File: src/rtl/controlador_dupla_rampa.sv
// -----------------------------------------------------------------------------
// controlador_dupla_rampa
//
// Timing/control FSM for a dual-slope ADC. One conversion is:
//   auto-zero (T_ZERO cycles) -> integrate the unknown for exactly 1000 counts
//   -> de-integrate the reference until the integrator crosses zero
//   -> one-cycle display latch pulse.
// It drives the rst_s/enb/ld inputs of the 3-digit BCD counter and watches that
// counter's cnt_max output to time the fixed integration window and to detect
// over-range during de-integration.
//
// Parameters:
//   T_ZERO   auto-zero length in ck cycles (1 .. 2**TIMER_W-1)
//   TIMER_W  width of the auto-zero timer
//
// Ports:
//   ck       in   system clock, rising edge
//   rst_n    in   asynchronous active-low reset
//   inicio   in   start request, rising-edge detected
//   vint_z   in   integrator zero-crossing comparator (synchronous to ck)
//   cnt_max  in   BCD counter at 999 (wraps on the next enabled edge)
//   rst_s    out  synchronous clear to BCD counter
//   enb      out  count enable to BCD counter
//   ld       out  one-cycle display latch pulse
//   ch_zr    out  auto-zero switch
//   ch_vm    out  measured-voltage switch
//   ch_ref   out  reference-voltage switch
//   busy     out  conversion in progress
//   ovf      out  sticky over-range flag, cleared by the next accepted start
// -----------------------------------------------------------------------------
module controlador_dupla_rampa #(
    parameter int T_ZERO  = 100,
    parameter int TIMER_W = 8
) (
    input  logic ck,
    input  logic rst_n,
    input  logic inicio,
    input  logic vint_z,
    input  logic cnt_max,
    output logic rst_s,
    output logic enb,
    output logic ld,
    output logic ch_zr,
    output logic ch_vm,
    output logic ch_ref,
    output logic busy,
    output logic ovf
);

    localparam logic [2:0] S_IDLE  = 3'd0;
    localparam logic [2:0] S_ZERO  = 3'd1;
    localparam logic [2:0] S_INTEG = 3'd2;
    localparam logic [2:0] S_DEINT = 3'd3;
    localparam logic [2:0] S_LOAD  = 3'd4;

    // Timer value on the last auto-zero cycle.
    localparam logic [TIMER_W-1:0] C_TZ_LAST = TIMER_W'(T_ZERO - 1);

    logic [2:0]         r_state;
    logic [2:0]         w_state_next;
    logic [TIMER_W-1:0] r_timer;
    logic [TIMER_W-1:0] w_timer_next;
    logic               r_inicio_d;
    logic               r_ovf;
    logic               w_ovf_next;
    logic               w_start;

    // Registered output decodes (from the next state, so they change exactly
    // with the state and carry no decode glitches).
    logic r_ch_zr;
    logic r_ch_vm;
    logic r_ch_ref;
    logic r_rst_s;
    logic r_busy;
    logic r_ld;
    logic r_enb_integ;

    assign w_start = inicio & ~r_inicio_d;

    // -------------------------------------------------------------------------
    // Next-state logic
    // -------------------------------------------------------------------------
    always_comb begin
        w_state_next = r_state;
        w_timer_next = r_timer;
        w_ovf_next   = r_ovf;
        case (r_state)
            S_IDLE: begin
                if (w_start) begin
                    w_state_next = S_ZERO;
                    w_timer_next = '0;
                    w_ovf_next   = 1'b0;
                end
            end
            S_ZERO: begin
                if (r_timer == C_TZ_LAST) begin
                    w_state_next = S_INTEG;
                    w_timer_next = '0;
                end else begin
                    w_timer_next = r_timer + TIMER_W'(1);
                end
            end
            S_INTEG: begin
                // The counter wraps 999->000 on this same edge, so de-integration
                // starts counting from zero.
                if (cnt_max) begin
                    w_state_next = S_DEINT;
                end
            end
            S_DEINT: begin
                // Zero crossing has priority over over-range: with vint_z high the
                // count is frozen, so a simultaneous cnt_max is a valid 999.
                if (vint_z) begin
                    w_state_next = S_LOAD;
                end else if (cnt_max) begin
                    w_ovf_next   = 1'b1;
                    w_state_next = S_IDLE;
                end
            end
            S_LOAD: begin
                w_state_next = S_IDLE;
            end
            default: begin
                w_state_next = S_IDLE;
            end
        endcase
    end

    // -------------------------------------------------------------------------
    // State and output registers
    // -------------------------------------------------------------------------
    always_ff @(posedge ck or negedge rst_n) begin
        if (!rst_n) begin
            r_state     <= S_IDLE;
            r_timer     <= '0;
            r_inicio_d  <= 1'b0;
            r_ovf       <= 1'b0;
            r_ch_zr     <= 1'b1;
            r_ch_vm     <= 1'b0;
            r_ch_ref    <= 1'b0;
            r_rst_s     <= 1'b1;
            r_busy      <= 1'b0;
            r_ld        <= 1'b0;
            r_enb_integ <= 1'b0;
        end else begin
            r_state     <= w_state_next;
            r_timer     <= w_timer_next;
            r_inicio_d  <= inicio;
            r_ovf       <= w_ovf_next;
            r_ch_zr     <= (w_state_next == S_IDLE) || (w_state_next == S_ZERO) ||
                           (w_state_next == S_LOAD);
            r_ch_vm     <= (w_state_next == S_INTEG);
            r_ch_ref    <= (w_state_next == S_DEINT);
            r_rst_s     <= (w_state_next == S_IDLE) || (w_state_next == S_ZERO);
            r_busy      <= (w_state_next != S_IDLE);
            r_ld        <= (w_state_next == S_LOAD);
            r_enb_integ <= (w_state_next == S_INTEG);
        end
    end

    assign ch_zr  = r_ch_zr;
    assign ch_vm  = r_ch_vm;
    assign ch_ref = r_ch_ref;
    assign rst_s  = r_rst_s;
    assign busy   = r_busy;
    assign ld     = r_ld;
    assign ovf    = r_ovf;

    // In de-integration the enable is gated combinationally by the comparator so
    // the counter stops on the very cycle the zero crossing is seen.
    assign enb = r_enb_integ | (r_ch_ref & ~vint_z);

endmodule
File: config.mk
export PLATFORM = sky130hd
export DESIGN_NAME = controlador_dupla_rampa
export DESIGN_NICKNAME = d
export VERILOG_FILES = /design/src/rtl/controlador_dupla_rampa.sv
export SDC_FILE = /design/constraint.sdc
export NUM_CORES = 1
export LEC_CHECK = 0
export CAP_MARGIN = 30
export CELL_PAD_IN_SITES_DETAIL_PLACEMENT = 1
export CELL_PAD_IN_SITES_GLOBAL_PLACEMENT = 1
export CORE_UTILIZATION = 25
export CTS_BUF_LIST = sky130_fd_sc_hd__clkbuf_4 sky130_fd_sc_hd__clkbuf_8
export DETAILED_ROUTE_END_ITERATION = 7
export PLACE_DENSITY_LB_ADDON = 0.1
export SYNTH_ARGS = -nofsm -noshare
export SYNTH_HDL_FRONTEND = slang
export SYNTH_SLANG_ARGS = --single-unit
File: constraint.sdc
create_clock -name ck -period 2.75 [get_ports ck]
set_input_delay 0.825 -clock ck [delete_from_list [all_inputs] [get_ports ck]]
set_output_delay 0.825 -clock ck [all_outputs]
set_load 0.005 [all_outputs]
==> results of run 1 <==
per-stage QoR:
stage	util [%]	worst slack (ns)	cells	power, mW	setup TNS, ns
detailed placement	31.9	-0.0229	140	0.917	-0.0229
global route	32.7	0.121	144	1.13	0
global placement	31.9	-0.00987	140	0.910	-0.00987
floorplan	-	0.926	81	0.766	0
finish	32.7	0.164	144	1.04	0
CTS	32.7	0.148	144	1.06	0
power breakdown:
part           internal (mW)  leakage [nW]  switching (mW)
clock                 0.0542        0.0177          0.0897
sequential             0.375         0.244          0.0925
combinational          0.217         0.246           0.214
sequential cells by signal (all words and copies together) (netlist names):
register,cells
ch_ref,1
ch_zr,1
ovf,1
r_enb_integ,1
busy,1
r_inicio_d,1
ld,1
rst_s,1
r_state,3
r_timer,8
layout by cell type (no fill, tap or decap), drive strengths merged, types with 3 or more instances in the layout:
| master | Yosys | final |
|---|---|---|
| nand2 | 5 | 5 |
| a21oi | 7 | 7 |
| o21ai | 4 | 4 |
| clkdlybuf4s50 | 0 | 11 |
| clkbuf | 0 | 3 |
| and3 | 7 | 7 |
| buf | 2 | 3 |
| nor2 | 3 | 3 |
| a31oi | 3 | 3 |
| inv | 4 | 4 |
| dfrtp | 17 | 17 |
| nand3 | 5 | 5 |
cells in the mapped netlist:
cell	number
or3b_4	1
nor4b_2	1
a22o_2	1
a22o_1	1
nor2b_1	2
o21ai_0	2
a21oi_1	2
a21o_1	1
dfrtp_1	17
and3_2	3
o211ai_1	1
mux2_2	1
nand3_1	5
buf_4	1
and2_1	1
o21ai_1	2
and3b_1	1
a21oi_2	5
o211a_1	1
ha_1	1
nor3_1	2
o21a_1	1
and3_1	4
and2b_2	1
inv_1	4
or3_2	1
buf_6	1
nand2_1	5
a211o_1	1
nand2b_1	2
dfstp_2	2
a31oi_1	3
nor2_1	3
nor3b_1	1
worst register-to-register path, delay by kind of cell (launching register included):
kind             cells  cell delay, ns
AND/OR/NAND/NOR      3            0.82
flip-flops           1            0.52
AO/OA/AOI/OAI        1            0.50
logic make-up after synthesis:
kind of cell	after synthesis
AO/OA/AOI/OAI	21
adder cells (fa/ha/maj)	1
buffers and inverters	6
flip-flops	19
multiplexers	1
AND/OR/NAND/NOR	33
area by class of cell:
type | count | area, um2 | area share (%)
Sequential cell | 19 | 478 | 43.5
Multi-Input combinational cell | 56 | 379 | 34.5
Timing Repair Buffer | 15 | 141 | 12.9
Tap cell | 46 | 57.6 | 5.24
Clock buffer | 3 | 22.5 | 2.05
Inverter | 4 | 15.0 | 1.37
Clock inverter | 1 | 5.00 | 0.456
path summary, 6_finish.rpt:
path | slack, ns | startpoint | to | cells after the start
worst min register to register | 0.53 | ovf | ovf | 1
worst max-delay path | 0.16 | vint_z | enb | 4
max in group asynchronous | 1.63 | rst_n | ch_zr | 2
min in group asynchronous | 0.85 | rst_n | ld | 2
worst max register to register | 0.82 | r_state[0] | r_enb_integ | 4
worst min-delay path | 0.53 | ovf | ovf | 1
metal layers:
| metal | vias up | global-route usage, % | share of wire [%] |
|---|---|---|---|
| li1 | 321 | - | - |
| met2 | 13 | 19.8 | 47 |
| met5 | - | 0 | 0 |
| met4 | 0 | 3.81 | 0.98 |
| met1 | 323 | 14.4 | 47 |
| met3 | 2 | 4.35 | 4.6 |
==> impl_results.md, run 1 <==
* Startpoint Class: input pin
* Pwr Density at ~950 nW/um2
* Maxcap violations at 0
* Peak VDD IR at 0.303 mV
* Die Height at about 62 um
* CP Class: in -> out
* # diodes at 0
* Inserted Clock Buffers at 3
* FF+latch count, synth at 19
* Gr usage total at between 10% and 20%
* Fin crit period at between 2 and 3 ns
* Core area at roughly 3400 um2
* Count of cell types in the netlist at 34
* Max Clk Rate at approximately 0.39 GHz
* Max-slew violations at 0
* Family with the most delay on the worst path: buffers and inverters
* Top cells by area, synth: dfrtp_1 (48%), dfstp_2 (5.9%), a21oi_2 (4.9%), and3_1 (2.8%), nand3_1 (2.8%)
* First-pass GRT wire length at roughly 3200 um
* Crit path buffers/inverters at 3
* ANT nets after route at 0
* Worst-skew pair later-pin latency at ~0.30 ns
* Synth Area in Compound Gates at approximately 17%
* RSZ-0062 raised after global routing: false
* Post-Synth Simple-Gate Area at a little under a quarter
* FP Rows at 21
* Mux cell area share after synthesis at around 1.3%
* Final WL at slightly below 2000 um
* Worst slew pin tran at about 0.63 ns
* Highest net fanout along the worst path at 2
* Die span in x at between 60 and 70 um
* Final setup vio count at 0
* Die area at 3810 um2
* Outcome: complete, no violations
* Slew HR at just under 60%
* Yosys top cell by area: dfrtp_1
* Postcts setup bufs at 0
* Lkg Pwr at 0.507 nW
* Slowest CP cell: clkdlybuf4s50_1
* Max Root-Sink Buffers at 2
* Largest net degree at the start of global routing at 20
* Worst Hold Class: reg -> reg
* Post-layout net count at between 100 and 150
* Initial antenna violation count at 0
* Placed cell area at approximately 1100 um2
* Clk slew on worst S/H paths at roughly 0.11 ns
* Residual DRC at 0
* H-tree depth at 1
* Vias per Instance at 4.58
* WP data required at between 1.5 and 2 ns
* # port buffers at 12
* # fillers at around 400
* Main combinational cell family by area after synthesis: simple AND/OR/NAND/NOR gates
* Period utilization at between 90% and 100%
* Post-cts hold buffer count at 0
* Hold Slack at approximately 0.53 ns
* Net count after synthesis at 87
* Vias in the first global route at 671
* CP Capture Type: output port
* Overflow left after global routing at 0
* Cell Area, Synth at approximately 890 um2
* Sequential area share after synthesis at between 50% and 60%
* Clock sinks at 19
* First DRT Iteration DRCs at 12
* DR pass1 iterations at 4
* Synth-to-Final Area Change at 23.3%
* Crit-path max cell delay at around 0.48 ns
* CTS root buf: clkbuf_4
* Final number of hold-violating endpoints at 0
* Crit-path cells: clkdlybuf4s50_1, inv_1, a21o_1, dlygate4sd2_1
* CP arrival at roughly 1.8 ns
* Post-CTS Resized at 1
* Clock Skew at 0.00223 ns
* DP HPWL at ~1400 um
* Share of cells above drive strength 1 at between 20% and 30%
* DR WL/cell at roughly 13 um
* Post-synthesis adder-cell area fraction at 1.40%
* Vias after detailed routing at approximately 660
* Yosys warnings at 0
* Area share of the largest cell type after synthesis at between 40% and 50%
* GP Congestion at just under 0.7
* Syn Inst Count at 81
* Xor/xnor share of the synthesized area at 0%
* Starting Density at 26.5%
* Mapped Avg Cell Area at 11.0 um2
* Finished Cell Area at between 1000 and 1500 um2
* Clock tree from TritonCTS: built
* Num ports at 13
Power figures use the tool's default switching activity.
==> run 2: changes to the inputs <==
--- a/config.mk
+++ b/config.mk
@@ -11,7 +11,7 @@
 export CORE_UTILIZATION = 25
 export CTS_BUF_LIST = sky130_fd_sc_hd__clkbuf_4 sky130_fd_sc_hd__clkbuf_8
 export DETAILED_ROUTE_END_ITERATION = 7
-export PLACE_DENSITY_LB_ADDON = 0.1
+export PLACE_DENSITY = 0.6
 export SYNTH_ARGS = -nofsm -noshare
 export SYNTH_HDL_FRONTEND = slang
 export SYNTH_SLANG_ARGS = --single-unit
==> run 2 against run 1 <==
First-iteration DRC count is 8.3% lower. Worst hold slack worse by 0.0094 ns. Cell count stayed put. Final area stayed put. Combinational power hardly changed. Utilization stayed put. Non-clock buffer count stayed put. Critical path type unchanged. Critical endpoint unchanged.
==> impl_results.md, run 2 (synthesized netlist as in run 1, its figures left out) <==
* Starting Density at 26.5% (unchanged)
* Maxcap violations at 0 (unchanged)
* Postcts setup bufs at 0 (unchanged)
* Worst Hold Class: reg -> reg
* Fin crit period at 2.58 ns (-0.00332 ns)
* Die area at 3810 um2 (unchanged)
* Slew HR at 57.5% (-0.22 points)
* R2r endpoint: r_enb_integ
* Period utilization at 93.9% (-0.12 points)
* Vias per Instance at 4.62 (+0.91%)
* CP Capture Type: output port
* DP HPWL at 1350 um (-4.2%)
* R2R Setup Slk at 0.88 ns (+0.06 ns)
* Worst slew pin tran at 0.637 ns (+0.00325 ns)
* ANT nets after route at 0 (unchanged)
* Vias after detailed routing at 665 (+0.91%)
* WHS Endpoint: ovf
* Gr usage total at 11.0% (-0.87 points)
* H-tree depth at 1 (unchanged)
* DR WL/cell at 12.5 um (-7.3%)
* Peak VDD IR at 0.382 mV (+26%)
* Pwr Density at 940 nW/um2 (-0.93%)
* GP Congestion at 0.758 (+9.8%)
* Core area at 3360 um2 (unchanged)
* Startpoint Class: input pin
* Inserted Clock Buffers at 3 (unchanged)
* Max Clk Rate at 0.387 GHz (+0.13%)
* Core Util, Final at 32.7% (unchanged)
* Largest net degree at the start of global routing at 20 (unchanged)
* Top reg by flops: r_timer
* Crit path buffers/inverters at 3 (unchanged)
* First DRT Iteration DRCs at 11 (-1)
* Worst-skew pair later-pin latency at 0.30 ns (about the same)
* Most frequent cells in the layout: dfrtp_1 (17), clkdlybuf4s50_1 (11), a21oi_2 (5), nand2_1 (5), nand3_1 (5)
* Worst R2R Path Depth at 4 (unchanged)
* Die span in x at 61.7 um (unchanged)
* Placed insts at 140 (unchanged)
* Initial antenna violation count at 0 (unchanged)
* Post-layout net count at 105 (unchanged)
* Worst r2r src: r_state[0]
* CP Class: in -> out
* Clock Skew at 0.00505 ns (+0.00282 ns)
* DR pass1 iterations at 3 (-1)
* Max-slew violations at 0 (unchanged)
* Clock tree from TritonCTS: built
* Crit-path cells: clkdlybuf4s50_1, inv_1, a21o_1, dlygate4sd2_1
* Vias in the first global route at 662 (-1.3%)
* Share of cells above drive strength 1 at 23.5% (unchanged)
* Clock sinks at 19 (unchanged)
* Crit-path max cell delay at 0.48 ns (about the same)
* Highest net fanout along the worst path at 2 (unchanged)
* Num ports at 13 (unchanged)
* Residual DRC at 0 (unchanged)
* Outcome: complete, no violations
* Family with the most delay on the worst path: buffers and inverters
* Final number of hold-violating endpoints at 0 (unchanged)
* WP data required at 1.93 ns (about the same)
* Overflow left after global routing at 0 (unchanged)
* # diodes at 0 (unchanged)
* RSZ-0062 raised after global routing: false
* # port buffers at 12 (unchanged)
* Finished Layout Cells at 144 (unchanged)
* Lkg Pwr at 0.507 nW (unchanged)
* Final WL at 1800 um (-7.3%)
* Worst hold path depth at 1 (unchanged)
* Clk slew on worst S/H paths at 0.11 ns (about the same)
* Final setup vio count at 0 (unchanged)
* Leading registers by flop count: r_timer x8, r_state x3
* Synth-to-Final Area Change at 23.3% (unchanged)
* Hold_sp: ovf
* Slowest CP cell: clkdlybuf4s50_1
* First-pass GRT wire length at 3020 um (-5.8%)
* FP Rows at 21 (unchanged)
* Max Root-Sink Buffers at 2 (unchanged)
* CP arrival at 1.76 ns (about the same)
* Die Height at 61.7 um (unchanged)
* Number of flip-flops in the largest register at 8 (unchanged)
* Commonest non-fill, non-tap cell in the layout: dfrtp_1
* Post-cts hold buffer count at 0 (unchanged)
* Tot Pwr at 1.03 mW (-0.93%)
* CTS root buf: clkbuf_4
[run 2: stage by stage]
stage | area [um2] | TNS [ns] | setup WS (ns) | hold slack (ns)
6_report | 1100 | 0 | 0.168 | 0.518
5_1_grt | 1100 | 0 | 0.124 | 0.547
2_1_floorplan | 891 | 0 | 0.926 | 0.477
3_3_place_gp | 1070 | -0.00768 | -0.00768 | 0.490
3_5_place_dp | 1070 | -0.0198 | -0.0198 | 0.503
4_1_cts | 1100 | 0 | 0.152 | 0.530
[run 2: worst register-to-register path, delay by kind of cell (launching register included)]
| family | cells | cell delay, ns |
|---|---|---|
| flip-flops | 1 | 0.50 |
| AO/OA/AOI/OAI | 1 | 0.50 |
| AND/OR/NAND/NOR | 3 | 0.79 |
[run 2: where the power goes]
part           switching [mW]  internal (mW)
Sequential             0.0891          0.375
Clock                  0.0849         0.0542
Combinational           0.212          0.217
[run 2: repair_timing]
action,CTS,global route
endpoints found under the setup margin,1,0
endpoints found under the hold margin,0,0
gates resized for setup,1,0
[run 2: worst max-delay path by stage]
stage / startpoint / endpoint / depth (start not counted)
detailed placement: vint_z / enb / 4
CTS: vint_z / enb / 4
floorplan: vint_z / enb / 2
global route: vint_z / enb / 4
finish: vint_z / enb / 4
global placement: vint_z / enb / 4
[run 2: layout make-up]
| type | instances | area [um2] |
|---|---|---|
| inverter | 4 | 15.0 |
| tap | 46 | 57.6 |
| fill | 406 | 2260 |
| sequential | 19 | 478 |
| clock buffer | 3 | 22.5 |
| timing repair buffer | 15 | 141 |
| clock inverter | 1 | 5.00 |
| multi-input combinational | 56 | 379 |
[run 2: metal layers]
layer	vias up	share of wire, %	wire, um	global-route usage (%)
met2	13	48	868	18.3
met1	322	46	834	13.5
met3	2	4.5	81	3.73
li1	328	-	-	-
met5	-	0	0	0
met4	0	0.72	13	3.81
